<file path="config.mk">
export PLATFORM = sky130hd
export DESIGN_NAME = conv1d_frame_ctrl
export DESIGN_NICKNAME = d
export VERILOG_FILES = /design/src/rtl/conv1d_pkg.sv /design/src/rtl/conv1d_beat_gate.sv /design/src/rtl/conv1d_frame_ctrl.sv
export SDC_FILE = /design/constraint.sdc
export NUM_CORES = 1
export LEC_CHECK = 0
export CORE_ASPECT_RATIO = 1.25
export CORE_MARGIN = 4
export CORE_UTILIZATION = 40
export DETAILED_ROUTE_END_ITERATION = 12
export GPL_TIMING_DRIVEN = 0
export PLACE_DENSITY = 0.74
export REMOVE_ABC_BUFFERS = 1
export SYNTH_ARGS = -nofsm -noshare
export SYNTH_HDL_FRONTEND = slang
export SYNTH_SLANG_ARGS = --single-unit
</file>
<file path="constraint.sdc">
create_clock -name ap_clk -period 1.35 [get_ports ap_clk]
set_input_delay 0.2025 -clock ap_clk [delete_from_list [all_inputs] [get_ports ap_clk]]
set_output_delay 0.2025 -clock ap_clk [all_outputs]
set_load 0.05 [all_outputs]
</file>
<file path="src/rtl/conv1d_pkg.sv">
// Shared types and default dimensions for the streaming Conv1D core and its frame controller.
// Latency: n/a (declarations only).
// Backpressure: n/a.
package conv1d_pkg;

    localparam int DATA_W      = 8;
    localparam int KERNEL_SIZE = 32;
    localparam int NIN         = 128;
    localparam int NOUT        = NIN - KERNEL_SIZE + 1;

    typedef enum logic [2:0] {
        ST_IDLE  = 3'd0,
        ST_CLEAR = 3'd1,
        ST_RUN   = 3'd2,
        ST_DRAIN = 3'd3,
        ST_DONE  = 3'd4
    } conv1d_ctrl_state_t;

endpackage

</file>
<file path="src/rtl/conv1d_beat_gate.sv">
// Counting valid/ready gate: passes beats while enabled and below LIMIT, then closes.
// Latency: combinational pass-through; the count updates on the clock after an accept.
// Backpressure: ready/valid are both forced low once LIMIT beats have been counted.
// Ports: clk/rst_n; en and clr from the sequencer; up_vld/dn_rdy raw handshake;
//        gated_vld/gated_rdy gated handshake; accept, cnt and last report progress.
module conv1d_beat_gate #(
    parameter int LIMIT        = conv1d_pkg::NIN,
    // 1: a beat counts on gated valid alone (the sender already honoured ready)
    parameter bit COUNT_ON_VLD = 1'b0,
    localparam int CNT_W       = $clog2(LIMIT + 1)
) (
    input  logic             clk,
    input  logic             rst_n,
    input  logic             en,
    input  logic             clr,
    input  logic             up_vld,
    input  logic             dn_rdy,
    output logic             gated_vld,
    output logic             gated_rdy,
    output logic             accept,
    output logic [CNT_W-1:0] cnt,
    output logic             last
);

    logic open_gate;

    assign open_gate = en && (cnt < CNT_W'(LIMIT));
    assign gated_vld = up_vld && open_gate;
    assign gated_rdy = dn_rdy && open_gate;
    assign accept    = COUNT_ON_VLD ? gated_vld : (gated_vld && dn_rdy);
    assign last      = accept && (cnt == CNT_W'(LIMIT - 1));

    // Saturates at LIMIT because open_gate blocks further accepts.
    always_ff @(posedge clk or negedge rst_n) begin
        if (!rst_n) begin
            cnt <= '0;
        end else if (clr) begin
            cnt <= '0;
        end else if (accept) begin
            cnt <= cnt + 1'b1;
        end
    end

endmodule

</file>
<file path="src/rtl/conv1d_frame_ctrl.sv">
// Frame sequencer for the Conv1D core: admits NIN samples, forwards NOUT results, ap_* block handshake.
// Latency: data paths are pure wires; RUN starts CLEAR_CYCLES+1 cycles after ap_start is sampled.
// Backpressure: src/dst empty_n/full_n pass straight through to the core, gated by frame state and counts.
// Ports: ap_* block control; src_* upstream FIFO; core_in_*/core_out_*/core_rst to the core;
//        dst_* downstream FIFO; err_overflow (sticky) and frame_cnt status.
module conv1d_frame_ctrl #(
    parameter int DATA_W       = conv1d_pkg::DATA_W,
    parameter int NIN          = conv1d_pkg::NIN,
    parameter int NOUT         = conv1d_pkg::NOUT,
    parameter int CLEAR_CYCLES = 2
) (
    input  logic              ap_clk,
    input  logic              ap_rst_n,
    input  logic              ap_start,
    input  logic              ap_continue,
    output logic              ap_done,
    output logic              ap_idle,
    output logic              ap_ready,
    input  logic [DATA_W-1:0] src_dout,
    input  logic              src_empty_n,
    output logic              src_read,
    output logic [DATA_W-1:0] core_in_dout,
    output logic              core_in_empty_n,
    input  logic              core_in_read,
    input  logic [DATA_W-1:0] core_out_din,
    input  logic              core_out_write,
    output logic              core_out_full_n,
    output logic [DATA_W-1:0] dst_din,
    output logic              dst_write,
    input  logic              dst_full_n,
    output logic              core_rst,
    output logic              err_overflow,
    output logic [15:0]       frame_cnt
);

    import conv1d_pkg::*;

    localparam int IN_W  = $clog2(NIN + 1);
    localparam int OUT_W = $clog2(NOUT + 1);
    localparam int CLR_W = $clog2(CLEAR_CYCLES + 1);

    conv1d_ctrl_state_t state, state_nxt;

    logic [CLR_W-1:0] clr_cnt;
    logic [IN_W-1:0]  in_cnt;
    logic [OUT_W-1:0] out_cnt;
    logic             in_en, out_en;
    logic             in_last;
    logic             start_frame, drop_beat;
    logic             unused_in_rdy, unused_out_acc, unused_out_last;

    assign core_in_dout = src_dout;
    assign dst_din      = core_out_din;
    assign ap_ready     = in_last;

    // Counters are held clear for the whole time the core is in reset.
    conv1d_beat_gate #(.LIMIT(NIN), .COUNT_ON_VLD(1'b0)) u_in_gate (
        .clk       (ap_clk),
        .rst_n     (ap_rst_n),
        .en        (in_en),
        .clr       (core_rst),
        .up_vld    (src_empty_n),
        .dn_rdy    (core_in_read),
        .gated_vld (core_in_empty_n),
        .gated_rdy (unused_in_rdy),
        .accept    (src_read),
        .cnt       (in_cnt),
        .last      (in_last)
    );

    // The core only writes when full_n is high, so a result counts on the gated write alone.
    conv1d_beat_gate #(.LIMIT(NOUT), .COUNT_ON_VLD(1'b1)) u_out_gate (
        .clk       (ap_clk),
        .rst_n     (ap_rst_n),
        .en        (out_en),
        .clr       (core_rst),
        .up_vld    (core_out_write),
        .dn_rdy    (dst_full_n),
        .gated_vld (dst_write),
        .gated_rdy (core_out_full_n),
        .accept    (unused_out_acc),
        .cnt       (out_cnt),
        .last      (unused_out_last)
    );

    // State register
    always_ff @(posedge ap_clk or negedge ap_rst_n) begin
        if (!ap_rst_n) begin
            state <= ST_IDLE;
        end else begin
            state <= state_nxt;
        end
    end

    // Next-state logic
    always_comb begin
        state_nxt = state;
        case (state)
            ST_IDLE:  if (ap_start) state_nxt = ST_CLEAR;
            ST_CLEAR: if (clr_cnt == CLR_W'(CLEAR_CYCLES - 1)) state_nxt = ST_RUN;
            ST_RUN:   if (in_last) state_nxt = ST_DRAIN;
            ST_DRAIN: if (out_cnt == OUT_W'(NOUT)) state_nxt = ST_DONE;
            ST_DONE:  if (ap_continue) state_nxt = ap_start ? ST_CLEAR : ST_IDLE;
            default:  state_nxt = ST_IDLE;
        endcase
    end

    // Moore outputs, decoded from the state flops only
    always_comb begin
        ap_idle  = 1'b0;
        ap_done  = 1'b0;
        core_rst = 1'b0;
        in_en    = 1'b0;
        out_en   = 1'b0;
        case (state)
            ST_IDLE:  begin ap_idle = 1'b1; core_rst = 1'b1; end
            ST_CLEAR: core_rst = 1'b1;
            ST_RUN:   begin in_en = 1'b1; out_en = 1'b1; end
            ST_DRAIN: out_en = 1'b1;
            ST_DONE:  ap_done = 1'b1;
            default:  ap_idle = 1'b1;
        endcase
    end

    assign start_frame = (state_nxt == ST_CLEAR) && (state != ST_CLEAR);
    assign drop_beat   = core_out_write && !dst_write;

    // clr_cnt is zero on CLEAR entry and counts the cycles spent there.
    always_ff @(posedge ap_clk or negedge ap_rst_n) begin
        if (!ap_rst_n) begin
            clr_cnt <= '0;
        end else if (state == ST_CLEAR) begin
            clr_cnt <= clr_cnt + 1'b1;
        end else begin
            clr_cnt <= '0;
        end
    end

    always_ff @(posedge ap_clk or negedge ap_rst_n) begin
        if (!ap_rst_n) begin
            frame_cnt <= '0;
        end else if (ap_done && ap_continue) begin
            frame_cnt <= frame_cnt + 16'd1;
        end
    end

    // A dropped write wins over the clear, so an error in the launch cycle is not lost.
    always_ff @(posedge ap_clk or negedge ap_rst_n) begin
        if (!ap_rst_n) begin
            err_overflow <= 1'b0;
        end else if (drop_beat) begin
            err_overflow <= 1'b1;
        end else if (start_frame) begin
            err_overflow <= 1'b0;
        end
    end

    logic unused_ok;
    assign unused_ok = ^{unused_in_rdy, unused_out_acc, unused_out_last, in_cnt};

endmodule

</file>
==> impl_summary.txt <==
----------------------------------------------------
[Critical path]
  Biggest cell delay along the critical path ... 0.39 ns
  Cell family contributing the most delay on the critical path ... simple AND/OR/NAND/NOR gates
  Critical-path cell with the highest stage delay ... sky130_fd_sc_hd__or3_4
  Worst Path Max Fanout ... 3
  Crit. path cell count ... 4
  R2R depth ... 5
  Crit-path cells ... nand2_2 > or3_4 > nor3_4 > buf_6
  Data arrival time of the critical path ... 1.52 ns
  Worst reg2reg path startpoint ... state[1]$_DFF_PN0_
  Buf/Inv on CP ... 1
  Type of the setup path with the least slack ... register to output port
  Startpoint Class ... register
  Element type at the critical path end ... output port
  CP startpoint ... u_in_gate.cnt[3]$_DFFE_PN0P_
  Worst Path Required ... 1.15 ns

[Power]
  Sequential cell fraction of total power ... 37.3%
  Part of the total power dissipated in the clock network ... 19.1%
  Switching power ... 1.417 mW
  Largest vdd supply drop ... 0.0005990 V
  Switching part of the total power ... 37.01%
  Cell internal pwr ... 2.413 mW
  Comb power frac ... 43.6%
  LEAKAGE ... 1.236 nW
  Power per cell area ... 1390 nW/um^2

[Outcome]
  Violations in the final reports ... negative setup slack
  Run status ... finished, violations left

[Place]
  Global placement routability congestion ... 0.7917
  Number of buffers inserted by port buffering ... 32
  Half-perimeter wire length of the detailed placement result ... 2.788 mm
  Minimum setup slack after placement ... -1.126 ns
  Count of placed standard cells including taps ... 266

[Floorplan]
  Effective utilization at floorplan ... 41.40%
  Horiz. Die Dim ... 70.58 um
  Top-Level Pins ... 65
  Die Height ... 86.23 um
  Die ar. ... 6086 sq um
  CORE AREA ... 4730 sq um
  Total number of placement rows ... 28

[Clocking]
  CTS Buf Count ... 5
  Root cell of the clock tree ... sky130_fd_sc_hd__clkbuf_8
  Clock latency on the worst-skew pair ... 0.28 ns
  Buffers from clock root to sink, at most ... 2
  CTS H-Tree Depth ... 2
  Number of hold-repair buffers added at the cts stage ... 0
  Sinks on Clock Net ... 37
  Clock transition at the registers of the reported paths ... 0.07 ns
  CTS tree ... done

[STA]
  Clock period minus final worst setup slack ... 1.719 ns
  Worst rel slew slack ... 44.70%
  Tcrit/Tclk final ... 127.3%
  Fmax ... 581.7 MHz
  Setup Viol. Count Final ... 34
  Setup Skew ... 0.004229 ns
  Setup repair after global routing missed its margin ... true
  Worst-margin pin slew ... 0.8295 ns
  Final Max Slew Viols ... 0
  Setup slack of the critical path after layout ... -0.3692 ns
  Number of hold-slack violations in the final timing report ... 0

[Cells and area]
  Area of the multi-input gates ... 1042 sq um
  Total number of nets in the final design ... 273
  Most common cell after layout, fill and taps aside ... sky130_fd_sc_hd__dfrtp_1
  Highest-count cells in the layout ignoring fill and taps ... 32 x sky130_fd_sc_hd__dfrtp_1, 22 x sky130_fd_sc_hd__xnor2_1, 20 x sky130_fd_sc_hd__buf_4
  Fraction of layout cells with a size suffix above 1 ... 44.49%
  Final standard cell count with taps included and fillers excluded ... 305
  Layout-stage area growth over the synthesis result ... 40.70%
  Filler instances ... 398
  Storage cell area ... 932.1 sq um
  Antenna diode count ... 0

[GRT]
  Number of antenna violations at the first check in global routing ... 0
  Via count of the first global-routing pass ... 1,661
  First-pass GRT wire length ... 7.769 mm
  Total grt overflow ... 0
  Maximum number of pins on one net before global-route repair ... 38
  GRT Resource Usage Total ... 16.28%

[Synth]
  Cell types with the largest area share after synthesis ... sky130_fd_sc_hd__dfrtp_1 47%, sky130_fd_sc_hd__xnor2_1 9.8%, sky130_fd_sc_hd__buf_4 6.1%, sky130_fd_sc_hd__nor2_1 3.6%, sky130_fd_sc_hd__ha_1 3.2%
  Largest area contributor in the netlist ... sky130_fd_sc_hd__dfrtp_1
  Count of synthesis-stage warnings from yosys ... 0
  Per-instance average area after synthesis ... 9.990 sq um
  FF+latch count, synth ... 37
  Post-synthesis instance area ... 1958 sq um
  Count of unique library cells instantiated by Yosys ... 37
  Count of mapped cells out of synthesis ... 196
  Synth top area share ... 47.28%
  Sequential element share of the synthesized area ... 47.28%

[Routing]
  Detailed-route DRC error count ... 0
  Mean routed wirelength per cell ... 15.97 um
  Vias per cell ... 5.167
  First-pass iteration count of the detailed router ... 4
  Starting DRC count in detailed routing ... 82
  Number of nets still failing antenna checks after routing ... 0
  Total routed wirelength ... 4.871 mm
  Total via count after detailed routing ... 1,576

[Min path]
  Worst hold-check path type ... input pin to asynchronous set/reset pin

[Job]
  Max Cap Violations ... 0

----------------------------------------------------
==> registers in the layout, indices dropped and copies added (netlist names) <==
signal / count
frame_cnt: 16
err_overflow: 1
clr_cnt: 2
u_out_gate.cnt: 7
state: 3
u_in_gate.cnt: 8
==> routing by layer <==
metal  global-route usage (%)  vias to the layer above  wire [um]
met5                    2.564                        -          0
met4                    7.179                        0         76
met2                    26.75                       43       2495
li1                         -                      752          -
met3                    5.684                        4        219
met1                    19.09                      777       2079
==> stage by stage <==
stage	power [mW]	utilization [%]	TNS, ns	hold slack (ns)	area (sq um)
floorplan	2.080	-	-16.33	-0.09309	1804
finish	3.830	58.25	-5.729	0.01808	2755
CTS	3.573	56.08	-4.967	0.04181	2653
global placement	2.357	46.51	-48.00	0.4055	2200
global route	4.067	58.25	-7.803	0.07292	2755
detailed placement	2.391	46.40	-18.55	0.3549	2195
==> cells in the mapped netlist <==
cell type,number
sky130_fd_sc_hd__ha_1,5
sky130_fd_sc_hd__nand4bb_1,1
sky130_fd_sc_hd__xnor2_1,22
sky130_fd_sc_hd__buf_2,3
sky130_fd_sc_hd__nor4_2,1
sky130_fd_sc_hd__buf_6,1
sky130_fd_sc_hd__nor2_1,19
sky130_fd_sc_hd__dfrtp_1,37
sky130_fd_sc_hd__o22a_1,1
sky130_fd_sc_hd__a31oi_1,1
sky130_fd_sc_hd__and4_1,2
sky130_fd_sc_hd__a311oi_1,1
sky130_fd_sc_hd__nand3_1,7
sky130_fd_sc_hd__o21ai_0,5
sky130_fd_sc_hd__or3b_4,1
sky130_fd_sc_hd__nand4b_1,3
sky130_fd_sc_hd__a32o_1,1
sky130_fd_sc_hd__mux2i_1,3
sky130_fd_sc_hd__and3_1,6
sky130_fd_sc_hd__clkbuf_1,2
sky130_fd_sc_hd__inv_1,7
sky130_fd_sc_hd__nor3_1,9
sky130_fd_sc_hd__buf_4,16
sky130_fd_sc_hd__a21boi_1,1
sky130_fd_sc_hd__nand2_1,16
sky130_fd_sc_hd__mux2_2,1
sky130_fd_sc_hd__or3_1,4
sky130_fd_sc_hd__and2_1,1
sky130_fd_sc_hd__nor2b_1,1
sky130_fd_sc_hd__a21oi_1,4
sky130_fd_sc_hd__nor3b_1,1
sky130_fd_sc_hd__xor2_1,2
sky130_fd_sc_hd__and4bb_2,1
sky130_fd_sc_hd__nand3b_1,1
sky130_fd_sc_hd__nand4_1,6
sky130_fd_sc_hd__nor4_1,1
sky130_fd_sc_hd__o211ai_1,2
==> cells by family (layout without fill, tap and decap cells) <==
kind of cell | count (synthesis) | count (layout) | synth area share (%)
multiplexers | 4 | 4 | 2.109
AND/OR/NAND/NOR | 81 | 81 | 22.30
flip-flops | 37 | 37 | 47.28
adder cells (fa/ha/maj) | 5 | 5 | 3.195
XOR/XNOR | 24 | 24 | 10.73
AO/OA/AOI/OAI | 16 | 16 | 5.176
buffers and inverters | 29 | 78 | 9.202
==> final cells by class <==
| cell class | count | area share [%] |
|---|---|---|
| Tap cell | 60 | 2.725 |
| Clock buffer | 6 | 2.634 |
| Timing Repair Buffer | 63 | 21.66 |
| Multi-Input combinational cell | 130 | 37.83 |
| Inverter | 7 | 0.9537 |
| Clock inverter | 2 | 0.3633 |
| Sequential cell | 37 | 33.83 |
==> worst reg2reg max path, cell delays in order (launching register included) <==
cell                       delay, ns
sky130_fd_sc_hd__dfrtp_2        0.47
sky130_fd_sc_hd__buf_6          0.14
sky130_fd_sc_hd__and4bb_4       0.32
sky130_fd_sc_hd__and4_4         0.30
sky130_fd_sc_hd__nand4_1        0.12
sky130_fd_sc_hd__xnor2_1        0.15
==> timing repair <==
item / in CTS / in global routing
pin swaps: 26 / 20
endpoints found under the setup margin: 56 / 45
resized for setup: 161 / 29
buffers inserted: 21 / 12
==> final timing paths <==
| check | to | slack (ns) |
|---|---|---|
| hold reg to reg | clr_cnt[0]$_DFF_PN0_ | 0.46 |
| min in group ap_clk | dst_din[2] | 0.41 |
| max in group asynchronous | u_out_gate.cnt[3]$_DFFE_PN0P_ | 0.75 |
| hold / removal | u_in_gate.cnt[1]$_DFFE_PN0P_ | 0.02 |
| setup reg to reg | frame_cnt[15]$_DFFE_PN0P_ | -0.26 |
| setup / recovery | ap_ready | -0.37 |
==> power groups by stage <==
stage	Sequential (mW)	Combinational, mW	Clock (mW)
after floorplan	1.48	0.605	0
after global placement	1.48	0.881	0
after detailed placement	1.49	0.905	0
after CTS	1.42	1.39	0.764
after global routing	1.45	1.80	0.816
final	1.43	1.67	0.733
Power figures use the tool's default switching activity.
